===== src/rtl/leaf_collect_pkg.sv =====
// Shared types for the leaf result collector.
//   DATA_W_DEFAULT : default leaf result word width
//   state_t        : collector run state
//   lane_id_t      : source lane ID carried with each word when tagging is built in
package leaf_collect_pkg;

  localparam int DATA_W_DEFAULT = 35;
  localparam int NUM_LANES      = 3;

  typedef enum logic [1:0] {
    S_IDLE,
    S_COLLECT,
    S_DRAIN,
    S_DONE
  } state_t;

  typedef logic [1:0] lane_id_t;

  localparam lane_id_t LANE_A = 2'd0;
  localparam lane_id_t LANE_B = 2'd1;
  localparam lane_id_t LANE_C = 2'd2;

endpackage


===== src/rtl/leaf_fifo_3w1r.sv =====
// FIFO with three compacting write ports and one read port.
// Enabled write lanes land in consecutive slots from wr_ptr in lane order
// (lane 0 first); disabled lanes leave no hole. The caller must never enable
// more lanes than 'free' reports.
//   clk, reset    : clock, asynchronous active-high reset
//   wr_en/wr_data : per-lane write enable and word
//   rd_en         : pop the head word (ignored when empty)
//   rd_data       : head word, zero while empty
//   count/free    : occupancy and free slots at cycle start
module leaf_fifo_3w1r
  import leaf_collect_pkg::*;
#(
  parameter int W     = DATA_W_DEFAULT,
  parameter int DEPTH = 8,
  localparam int AW   = $clog2(DEPTH),
  localparam int CW   = AW + 1
) (
  input  logic                        clk,
  input  logic                        reset,
  input  logic [NUM_LANES-1:0]        wr_en,
  input  logic [NUM_LANES-1:0][W-1:0] wr_data,
  input  logic                        rd_en,
  output logic [W-1:0]                rd_data,
  output logic [CW-1:0]               count,
  output logic [CW-1:0]               free
);

  logic [DEPTH-1:0][W-1:0]     mem;
  logic [AW-1:0]               wr_ptr, rd_ptr;
  logic [NUM_LANES-1:0][1:0]   slot_off;
  logic [1:0]                  n_push;
  logic                        not_empty, pop;

  // Each lane's slot offset is the number of enabled lanes ahead of it.
  always_comb begin
    n_push = '0;
    for (int i = 0; i < NUM_LANES; i++) begin
      slot_off[i] = n_push;
      n_push      = n_push + 2'(wr_en[i]);
    end
  end

  assign not_empty = (count != '0);
  assign pop       = rd_en & not_empty;
  assign free      = CW'(DEPTH) - count;
  assign rd_data   = not_empty ? mem[rd_ptr] : '0;

  always_ff @(posedge clk or posedge reset) begin
    if (reset) begin
      wr_ptr <= '0;
      rd_ptr <= '0;
      count  <= '0;
    end else begin
      wr_ptr <= wr_ptr + AW'(n_push);
      rd_ptr <= rd_ptr + AW'(pop);
      count  <= count + CW'(n_push) - CW'(pop);
    end
  end

  // Storage needs no reset; the read side is masked by count.
  always_ff @(posedge clk) begin
    for (int i = 0; i < NUM_LANES; i++)
      if (wr_en[i]) mem[wr_ptr + AW'(slot_off[i])] <= wr_data[i];
  end

endmodule


===== src/rtl/leaf_result_collector.sv =====
// Collects leaf results from lanes A/B/C on scheduler strobes, buffers them in
// a 3-write/1-read FIFO and drains them as a valid/ready stream. A run accepts
// exactly NUM_LEAVES words; m_last marks the final one and done follows its
// handshake. Lanes that cannot be accepted (no space, cap reached, or not
// collecting) set the sticky overflow flag.
// Build option: LEAF_COLLECT_TAG_EN adds m_tag[1:0] (source lane ID, 0=A,
// 1=B, 2=C) stored alongside each word.
//   clk, reset          : clock, asynchronous active-high reset
//   start               : begin a run from IDLE/DONE
//   strobe, res_a/b/c   : lane sample strobe and lane results (nonzero = valid)
//   m_valid/m_ready     : output stream handshake; m_data, m_last (, m_tag)
//   leaf_count          : words emitted this run
//   overflow, busy, done: status
module leaf_result_collector
  import leaf_collect_pkg::*;
#(
  parameter int DATA_W     = DATA_W_DEFAULT,
  parameter int DEPTH      = 8,
  parameter int NUM_LEAVES = 7
) (
  input  logic              clk,
  input  logic              reset,
  input  logic              start,
  input  logic              strobe,
  input  logic [DATA_W-1:0] res_a,
  input  logic [DATA_W-1:0] res_b,
  input  logic [DATA_W-1:0] res_c,
  output logic              m_valid,
  input  logic              m_ready,
  output logic [DATA_W-1:0] m_data,
`ifdef LEAF_COLLECT_TAG_EN
  output logic [1:0]        m_tag,
`endif
  output logic              m_last,
  output logic [7:0]        leaf_count,
  output logic              overflow,
  output logic              busy,
  output logic              done
);

  localparam int AW = $clog2(DEPTH);
`ifdef LEAF_COLLECT_TAG_EN
  localparam int FW = DATA_W + 2;
`else
  localparam int FW = DATA_W;
`endif

  state_t                          state, state_nx;
  logic [NUM_LANES-1:0][DATA_W-1:0] lane_res;
  logic [NUM_LANES-1:0]            lane_nz, acc_en;
  logic [NUM_LANES-1:0][FW-1:0]    fifo_wd;
  logic [FW-1:0]                   fifo_rd;
  logic [AW:0]                     fifo_cnt, fifo_free;
  logic [7:0]                      acc_cnt;
  logic [8:0]                      room_left, room, taken;
  logic                            collecting, start_run, hs, dropped;

  assign lane_res = {res_c, res_b, res_a};

  for (genvar i = 0; i < NUM_LANES; i++) begin : g_lane
    assign lane_nz[i] = |lane_res[i];
`ifdef LEAF_COLLECT_TAG_EN
    assign fifo_wd[i] = {lane_id_t'(i), lane_res[i]};
`else
    assign fifo_wd[i] = lane_res[i];
`endif
  end

  assign collecting = (state == S_COLLECT);
  assign start_run  = start & ((state == S_IDLE) | (state == S_DONE));
  assign hs         = m_valid & m_ready;

  // Accept the first 'room' valid lanes in A,B,C order, where room is the
  // tighter of FIFO space at cycle start and leaves still owed this run.
  always_comb begin
    room_left = 9'(NUM_LEAVES) - 9'(acc_cnt);
    room      = (9'(fifo_free) < room_left) ? 9'(fifo_free) : room_left;
    acc_en    = '0;
    taken     = '0;
    for (int i = 0; i < NUM_LANES; i++) begin
      if (collecting & strobe & lane_nz[i] & (taken < room)) begin
        acc_en[i] = 1'b1;
        taken     = taken + 9'd1;
      end
    end
  end

  // Any strobed valid lane not accepted is a drop, whatever the state.
  assign dropped = strobe & (acc_en != lane_nz);

  leaf_fifo_3w1r #(.W(FW), .DEPTH(DEPTH)) u_fifo (
    .clk     (clk),
    .reset   (reset),
    .wr_en   (acc_en),
    .wr_data (fifo_wd),
    .rd_en   (m_ready),
    .rd_data (fifo_rd),
    .count   (fifo_cnt),
    .free    (fifo_free)
  );

  assign m_valid = (fifo_cnt != '0);
  assign m_data  = fifo_rd[DATA_W-1:0];
`ifdef LEAF_COLLECT_TAG_EN
  assign m_tag   = fifo_rd[FW-1:DATA_W];
`endif
  assign m_last  = m_valid & (leaf_count == 8'(NUM_LEAVES - 1));
  assign busy    = (state == S_COLLECT) | (state == S_DRAIN);
  assign done    = (state == S_DONE);

  always_ff @(posedge clk or posedge reset) begin
    if (reset) state <= S_IDLE;
    else       state <= state_nx;
  end

  always_comb begin
    state_nx = state;
    case (state)
      S_IDLE, S_DONE: if (start) state_nx = S_COLLECT;
      S_COLLECT:      if (9'(acc_cnt) + taken == 9'(NUM_LEAVES)) state_nx = S_DRAIN;
      S_DRAIN:        if (hs & m_last) state_nx = S_DONE;
      default:        state_nx = S_IDLE;
    endcase
  end

  always_ff @(posedge clk or posedge reset) begin
    if (reset) begin
      acc_cnt    <= '0;
      leaf_count <= '0;
      overflow   <= 1'b0;
    end else if (start_run) begin
      acc_cnt    <= '0;
      leaf_count <= '0;
      overflow   <= 1'b0;
    end else begin
      acc_cnt <= acc_cnt + 8'(taken);
      if (hs)      leaf_count <= leaf_count + 8'd1;
      if (dropped) overflow   <= 1'b1;
    end
  end

endmodule


===== config.mk =====
export PLATFORM = sky130hd
export DESIGN_NAME = leaf_result_collector
export DESIGN_NICKNAME = d
export VERILOG_FILES = /design/src/rtl/leaf_collect_pkg.sv /design/src/rtl/leaf_fifo_3w1r.sv /design/src/rtl/leaf_result_collector.sv
export SDC_FILE = /design/constraint.sdc
export NUM_CORES = 1
export LEC_CHECK = 0
export ABC_AREA = 1
export CORE_UTILIZATION = 50
export DETAILED_ROUTE_END_ITERATION = 10
export PLACE_DENSITY = 0.7
export SLEW_MARGIN = 25
export SYNTH_ARGS = -nofsm -noshare
export SYNTH_HDL_FRONTEND = slang
export SYNTH_SLANG_ARGS = --single-unit

===== constraint.sdc =====
create_clock -name clk -period 7.85 [get_ports clk]
set_input_delay 1.9625 -clock clk [delete_from_list [all_inputs] [get_ports clk]]
set_output_delay 1.9625 -clock clk [all_outputs]
set_load 0.02 [all_outputs]

=== After elaboration in Yosys (flattened, before gate mapping) ===
Cells that the tools add are included.

* Add/subtract/negate cells: 15
* Multiply operators: 0
* Div/mod/pow operators: 0
* $lt $le $gt $ge: 11
* Eq/ne operators: 9
* Shift-type cells: 0
* Multiplexer cells: 31
* Bitwise gates (word level): 14
* Reduce and logical (&&, ||, !) cells: 12

{| class="wikitable"
|+ Operators by type and width
! operator !! number
|-
| bitwise mux 280 bit || 3
|-
| 2-to-1 mux 280 bit || 3
|-
| demux 35 bit (select 3 bit) || 3
|-
| 2-to-1 mux 35 bit || 5
|-
| binary-select mux 35 bit (select 3 bit) || 1
|-
| OR reduction 35 bit || 3
|-
| 2-to-1 mux 9 bit || 3
|-
| 2-to-1 mux 8 bit || 3
|-
| adder 9 x 1 -> 9 bit (second input constant) || 2
|-
| less-than comparator 9 bit || 2
|-
| less-than comparator 3 x 4 -> 1 bit (second input constant) || 4
|-
| AND 1 bit || 12
|-
| adder 8 x 9 -> 9 bit || 1
|-
| == test 9 x 3 -> 1 bit (second input constant) || 1
|-
| greater-or-equal comparator 3 x 1 -> 1 bit (second input constant) || 3
|-
| less-than comparator 1 x 9 -> 1 bit (first input constant) || 1
|-
| less-than comparator 4 x 9 -> 1 bit || 1
|-
| subtractor 3 x 8 -> 9 bit (first input constant) || 1
|-
| adder 8 x 1 -> 8 bit (second input constant) || 1
|-
| adder 8 bit || 1
|-
| == test 8 x 3 -> 1 bit (second input constant) || 1
|-
| adder 3 x 1 -> 3 bit || 2
|-
| adder 3 x 2 -> 3 bit || 2
|-
| 2-to-1 mux 1 bit || 6
|-
| other kinds (19) || 27
|}

* Register bits after elaboration: 309
* Latch bits: 0
* RAM bits: 0
* Bits in read-only memories: 0
* Bits of input ports: 110
* Output and inout port bits: 48
* Logic and storage cells: 107
* Memories: 0

=== Depth between registers and ports, before layout ===
* Word-level depth: 17
* Mapped depth: 41
* Mapped depth without buffers: 40

=== Cells and area by module ===
A second synthesis with hierarchy kept.

* Cells, all modules: 4026
* Area total of the unflattened synthesis: 22477.8 µm²

{| class="wikitable"
|+ By module, submodules not included
! module !! times used !! cells an instance !! area each (µm²) !! sequential area each (µm²)
|-
| leaf_fifo_3w1r || 1 || 3750 || 20657.3 || 5855.6
|-
| leaf_result_collector || 1 || 276 || 1820.5 || 475.5
|}

=== Least setup slack after synthesis ===
No wires, ideal clock.

* Path type: input -> register
* Start: input port res_b[3]
* End: register state[0]
* Library setup time: 127 ps
* Data arrival time: 6006 ps
* Required time: 7723 ps
* Setup slack: 1717 ps
* Stages on the path: 32
* Buffers on the path: 2
* Cell sequence: clkbuf_1 > or2_2 > nor3_1 > nand4_1 > nand2_1 > inv_2 > nand2_1 > inv_1 > ha_1 > inv_1 > nand3_1 > nand2_1 > inv_1 > nand2_2 > nand2_2 > buf_6 > inv_1 > fa_1 > ha_1 > fa_1 > nand2_1 > nand2_1 > nand2_1 > nor3_1 > nand3_1 > nand2_1 > nor2_1 > nand3_1 > o21ai_0 > nand3_1 > nand2_1 > o21ai_0

* Word-level cells in the longest chain between the ends: 11
* Elaborated cells on any way between the ends: 12
* Classes of those cells: 2 x add/sub; 1 x order compare; 2 x eq/ne; 2 x mux; 3 x bitwise; 2 x reduce/logical

{| class="wikitable"
|+ Ends and longest elaborated chain
! item !! line !! RTL
|-
| from (decl) || leaf_result_collector.sv:26 || <nowiki>input logic [DATA_W-1:0] res_b,</nowiki>
|-
| OR reduction 35 bit (*) || leaf_result_collector.sv:61 || <nowiki>assign lane_nz[i] = |lane_res[i];</nowiki>
|-
| AND 1 bit (*) (2 in series) || leaf_result_collector.sv:81 || <nowiki>if (collecting & strobe & lane_nz[i] & (taken < room)) begin</nowiki>
|-
| 2-to-1 mux 9 bit (*) || leaf_result_collector.sv:81 ||
|-
| less-than comparator 9 bit || leaf_result_collector.sv:81 ||
|-
| AND 1 bit || leaf_result_collector.sv:81 ||
|-
| 2-to-1 mux 9 bit (*) || leaf_result_collector.sv:81 ||
|-
| adder 8 x 9 -> 9 bit (*) || leaf_result_collector.sv:120 || <nowiki>S_COLLECT: if (9'(acc_cnt) + taken == 9'(NUM_LEAVES)) state_nx = S_DRAIN;</nowiki>
|-
| == test 9 x 3 -> 1 bit (*) || leaf_result_collector.sv:120 ||
|-
| inequality test 2 x 1 -> 1 bit (no line) (*) || - ||
|-
| AND reduction 3 bit (no line) (*) || - ||
|-
| to (signal assigned) || leaf_result_collector.sv:113 || <nowiki>else state <= state_nx;</nowiki>
|-
| to (decl) || leaf_result_collector.sv:48 || <nowiki>state_t state, state_nx;</nowiki>
|}

Every way passes the cells marked *; elsewhere a longest branch is shown, timed or not.
A chain may end at the register's enable or synchronous reset.

=== Worst setup path in the final report ===
* Start: input port res_b[12]
* End: register state[0]

The elaborated chain is that of the path after synthesis.

==> impl_metrics.json <==
{
  "crit_required_ns": 8.29,
  "cts-hold-fix-buffers": 0,
  "final_antenna_net_count": 0,
  "cts-buffers-inserted": 38,
  "skew_ns": 0.0259,
  "grt_antenna_before_repair": 1,
  "overflow": 0,
  "core_region_area_mm2": 0.0412,
  "grt_pass1_vias": 22176,
  "holdPathEnd": "leaf_count[7]",
  "htreeDepth": 2,
  "path_common_cell": "nand2_1",
  "drive_gt1_frac": 0.0480,
  "wirelength_um": 82000,
  "via_count": 24234,
  "synth_nets": 3856,
  "hold_viol_final": 0,
  "switchingPower_w": 0.00467,
  "clkPwrFrac": 0.181,
  "cts_tree": "built",
  "start_util": 0.511,
  "grt_start_max_net_pins": 95,
  "numPortBuffers": 157,
  "max_freq_mhz": 147,
  "cts-root-buf": "clkbuf_16",
  "slew_headroom": 0.236,
  "yosysSeqAreaShare": 0.301,
  "die_w_um": 207,
  "critPathCaptureType": "flop",
  "final_cell_mix": "nand2_1 (1474), nor2_1 (850), nand3_1 (302)",
  "io_pins": 158,
  "r2r-end": "state[0]",
  "critPathSlowestCell": "clkdlybuf4s50_1",
  "viasPerCell": 5.77,
  "status": "finished, final reports clean",
  "dieArea_mm2": 0.0429,
  "vdd_ir_drop_max_uv": 210,
  "synthTopCellsByArea": "dfxtp_1 (27%), nand2_1 (26%), nor2_1 (15%)",
  "path_max_fanout": 9,
  "tightest_slew_ns": 1.14,
  "syn_inst": 3712,
  "power_report.internal_total_w": 0.00549,
  "reg2reg_from": "u_fifo.count[0]",
  "row_count": 74,
  "r2r_cells": 36,
  "synth_edf_count": 0,
  "cts.path.max_buffers": 3,
  "powerDensity_mw_per_mm2": 431,
  "cap_violations": 0,
  "placed_area_mm2": 0.0223,
  "path_class": "in2reg",
  "finalCriticalPeriod_ns": 6.80,
  "finalSetupTns_ns": 0,
  "rsz0062_at_grt": "no",
  "dp.final_hpwl_um": 47200,
  "max_stage_delay_ns": 0.59,
  "cts.sinks": 309,
  "worstHoldStart": "leaf_count[7]",
  "synth_top_cell_area_share": 0.266,
  "p_seq_frac": 0.286,
  "die_h_um": 207,
  "synth.avg_cell_area_um2": 5.67,
  "swShare": 0.460,
  "synthArstFlopShare": 0.0939,
  "drc_errors": 0,
  "drtIter0Drc": 3143,
  "arrival_ns": 7.24,
  "cts_resized": 0,
  "grtUsageTotal": 0.375,
  "stdcell_area_mm2": 0.0236,
  "start_kind": "input port",
  "synth_warnings": 0,
  "syn_area_mm2": 0.0210,
  "hold_path.class": "reg2reg",
  "power_frac_comb": 0.533,
  "synthToLayoutAreaGrowth_pct": 12.0,
  "synth_flop_cell": "dfxtp_1",
  "setup_viol": 0,
  "num-fill-cells": 4054,
  "drv_slew": 0,
  "gp_congestion": 0.907,
  "clk_pin_slew_ns": 0.06,
  "wire_per_inst_um": 19.5,
  "ys_ff_latch": 309,
  "cts_setup_buffers": 0,
  "mostFrequentLayoutCell": "nand2_1",
  "worst-r2r-setup-slack_ns": 2.44,
  "p_leak_nw": 11.5,
  "grt_pass1_wl_um": 126000,
  "min_period_over_period": 0.866,
  "worstSkewPairLatency_ns": 0.58,
  "synth_cell_types": 37,
  "hold_depth": 1,
  "finalNetCount": 3786,
  "synth_area_leader_cell": "dfxtp_1",
  "first_pass_iters": 8
}
## critical path: cells and delay by family
| family | cells | cell delay, ns |
|---|---|---|
| compound gates | 2 | 0.31 |
| fa+ha+maj | 4 | 1.49 |
| buf+inv | 6 | 1.02 |
| xor+xnor | 1 | 0.10 |
| simple gates | 17 | 2.36 |
## flip-flops by register name, indices dropped and copies added, names as in the netlist
name / flops
acc_cnt: 8
leaf_count: 8
overflow: 1
state: 2
u_fifo.count: 4
u_fifo.mem: 280
u_fifo.rd_ptr: 3
u_fifo.wr_ptr: 3
## cell type report
type	count	area, µm²	share of cell area
repair buffers	218	2090	0.0889
inverters	72	273	0.0116
multi-input cells	3003	12900	0.548
clock buffers	55	1130	0.0478
diodes	1	2.50	0.000106
flip-flops and latches	309	6340	0.269
clock inverters	12	148	0.00627
well taps	532	666	0.0282
## metrics by stage
step / hold slack, ns / power (W) / worst slack, ns / std cells / utilization
after floorplan: 0.449 / 0.00656 / 1.72 / 3712 / -
after global placement: 0.474 / 0.00807 / 0.830 / 4132 / 0.540
after detailed placement: 0.483 / 0.00821 / 0.661 / 4133 / 0.541
after CTS: 0.493 / 0.0101 / 1.24 / 4200 / 0.572
after global routing: 0.526 / 0.0109 / 0.627 / 4202 / 0.572
final: 0.491 / 0.0102 / 1.05 / 4202 / 0.572
## routing by layer
| metal | GRT usage | share of wire | up-vias | wire, µm |
|---|---|---|---|---|
| li1 | - | - | 11385 | - |
| met1 | 0.472 | 0.39 | 10916 | 31800 |
| met2 | 0.596 | 0.44 | 1581 | 36100 |
| met3 | 0.0779 | 0.12 | 352 | 9770 |
| met4 | 0.211 | 0.054 | 0 | 4390 |
| met5 | 0 | 0 | - | 0 |
## synth_stat cells, types with 9 or more instances
| cell type | number |
|---|---|
| nand4_2 | 9 |
| inv_1 | 63 |
| a31oi_1 | 36 |
| ha_1 | 30 |
| nor3_4 | 12 |
| nor3_1 | 13 |
| buf_2 | 77 |
| o21ai_0 | 180 |
| dfxtp_1 | 280 |
| nand2_2 | 9 |
| clkbuf_1 | 169 |
| o22ai_1 | 35 |
| buf_1 | 39 |
| nor2_1 | 850 |
| dfrtp_1 | 29 |
| buf_6 | 37 |
| xor2_1 | 10 |
| nand3_1 | 302 |
| nand2_1 | 1475 |
## worst max-delay path by stage
stage / from / to / slack [ns] / depth (start not counted)
final: res_b[12] / state[0] / 1.05 / 30
after global routing: res_b[12] / state[0] / 0.63 / 29
after global placement: res_b[22] / state[0] / 0.83 / 30
after floorplan: res_b[3] / state[0] / 1.72 / 32
after CTS: res_b[22] / state[0] / 1.24 / 30
after detailed placement: res_b[22] / state[0] / 0.66 / 30
## power groups by stage
stage,sequential [W],clock (W),combinational [W]
after global placement,0.00288,0,0.00519
after CTS,0.00288,0.00185,0.00534
final,0.00290,0.00184,0.00541
after floorplan,0.00272,0,0.00384
after global routing,0.00298,0.00191,0.00602
after detailed placement,0.00290,0,0.00531
## logic make-up after synthesis
family	synth area share
compound gates	0.0665
fa+ha+maj	0.0216
buf+inv	0.0898
simple gates	0.515
flops	0.301
xor+xnor	0.00624
(Power assumes the default switching activity.)
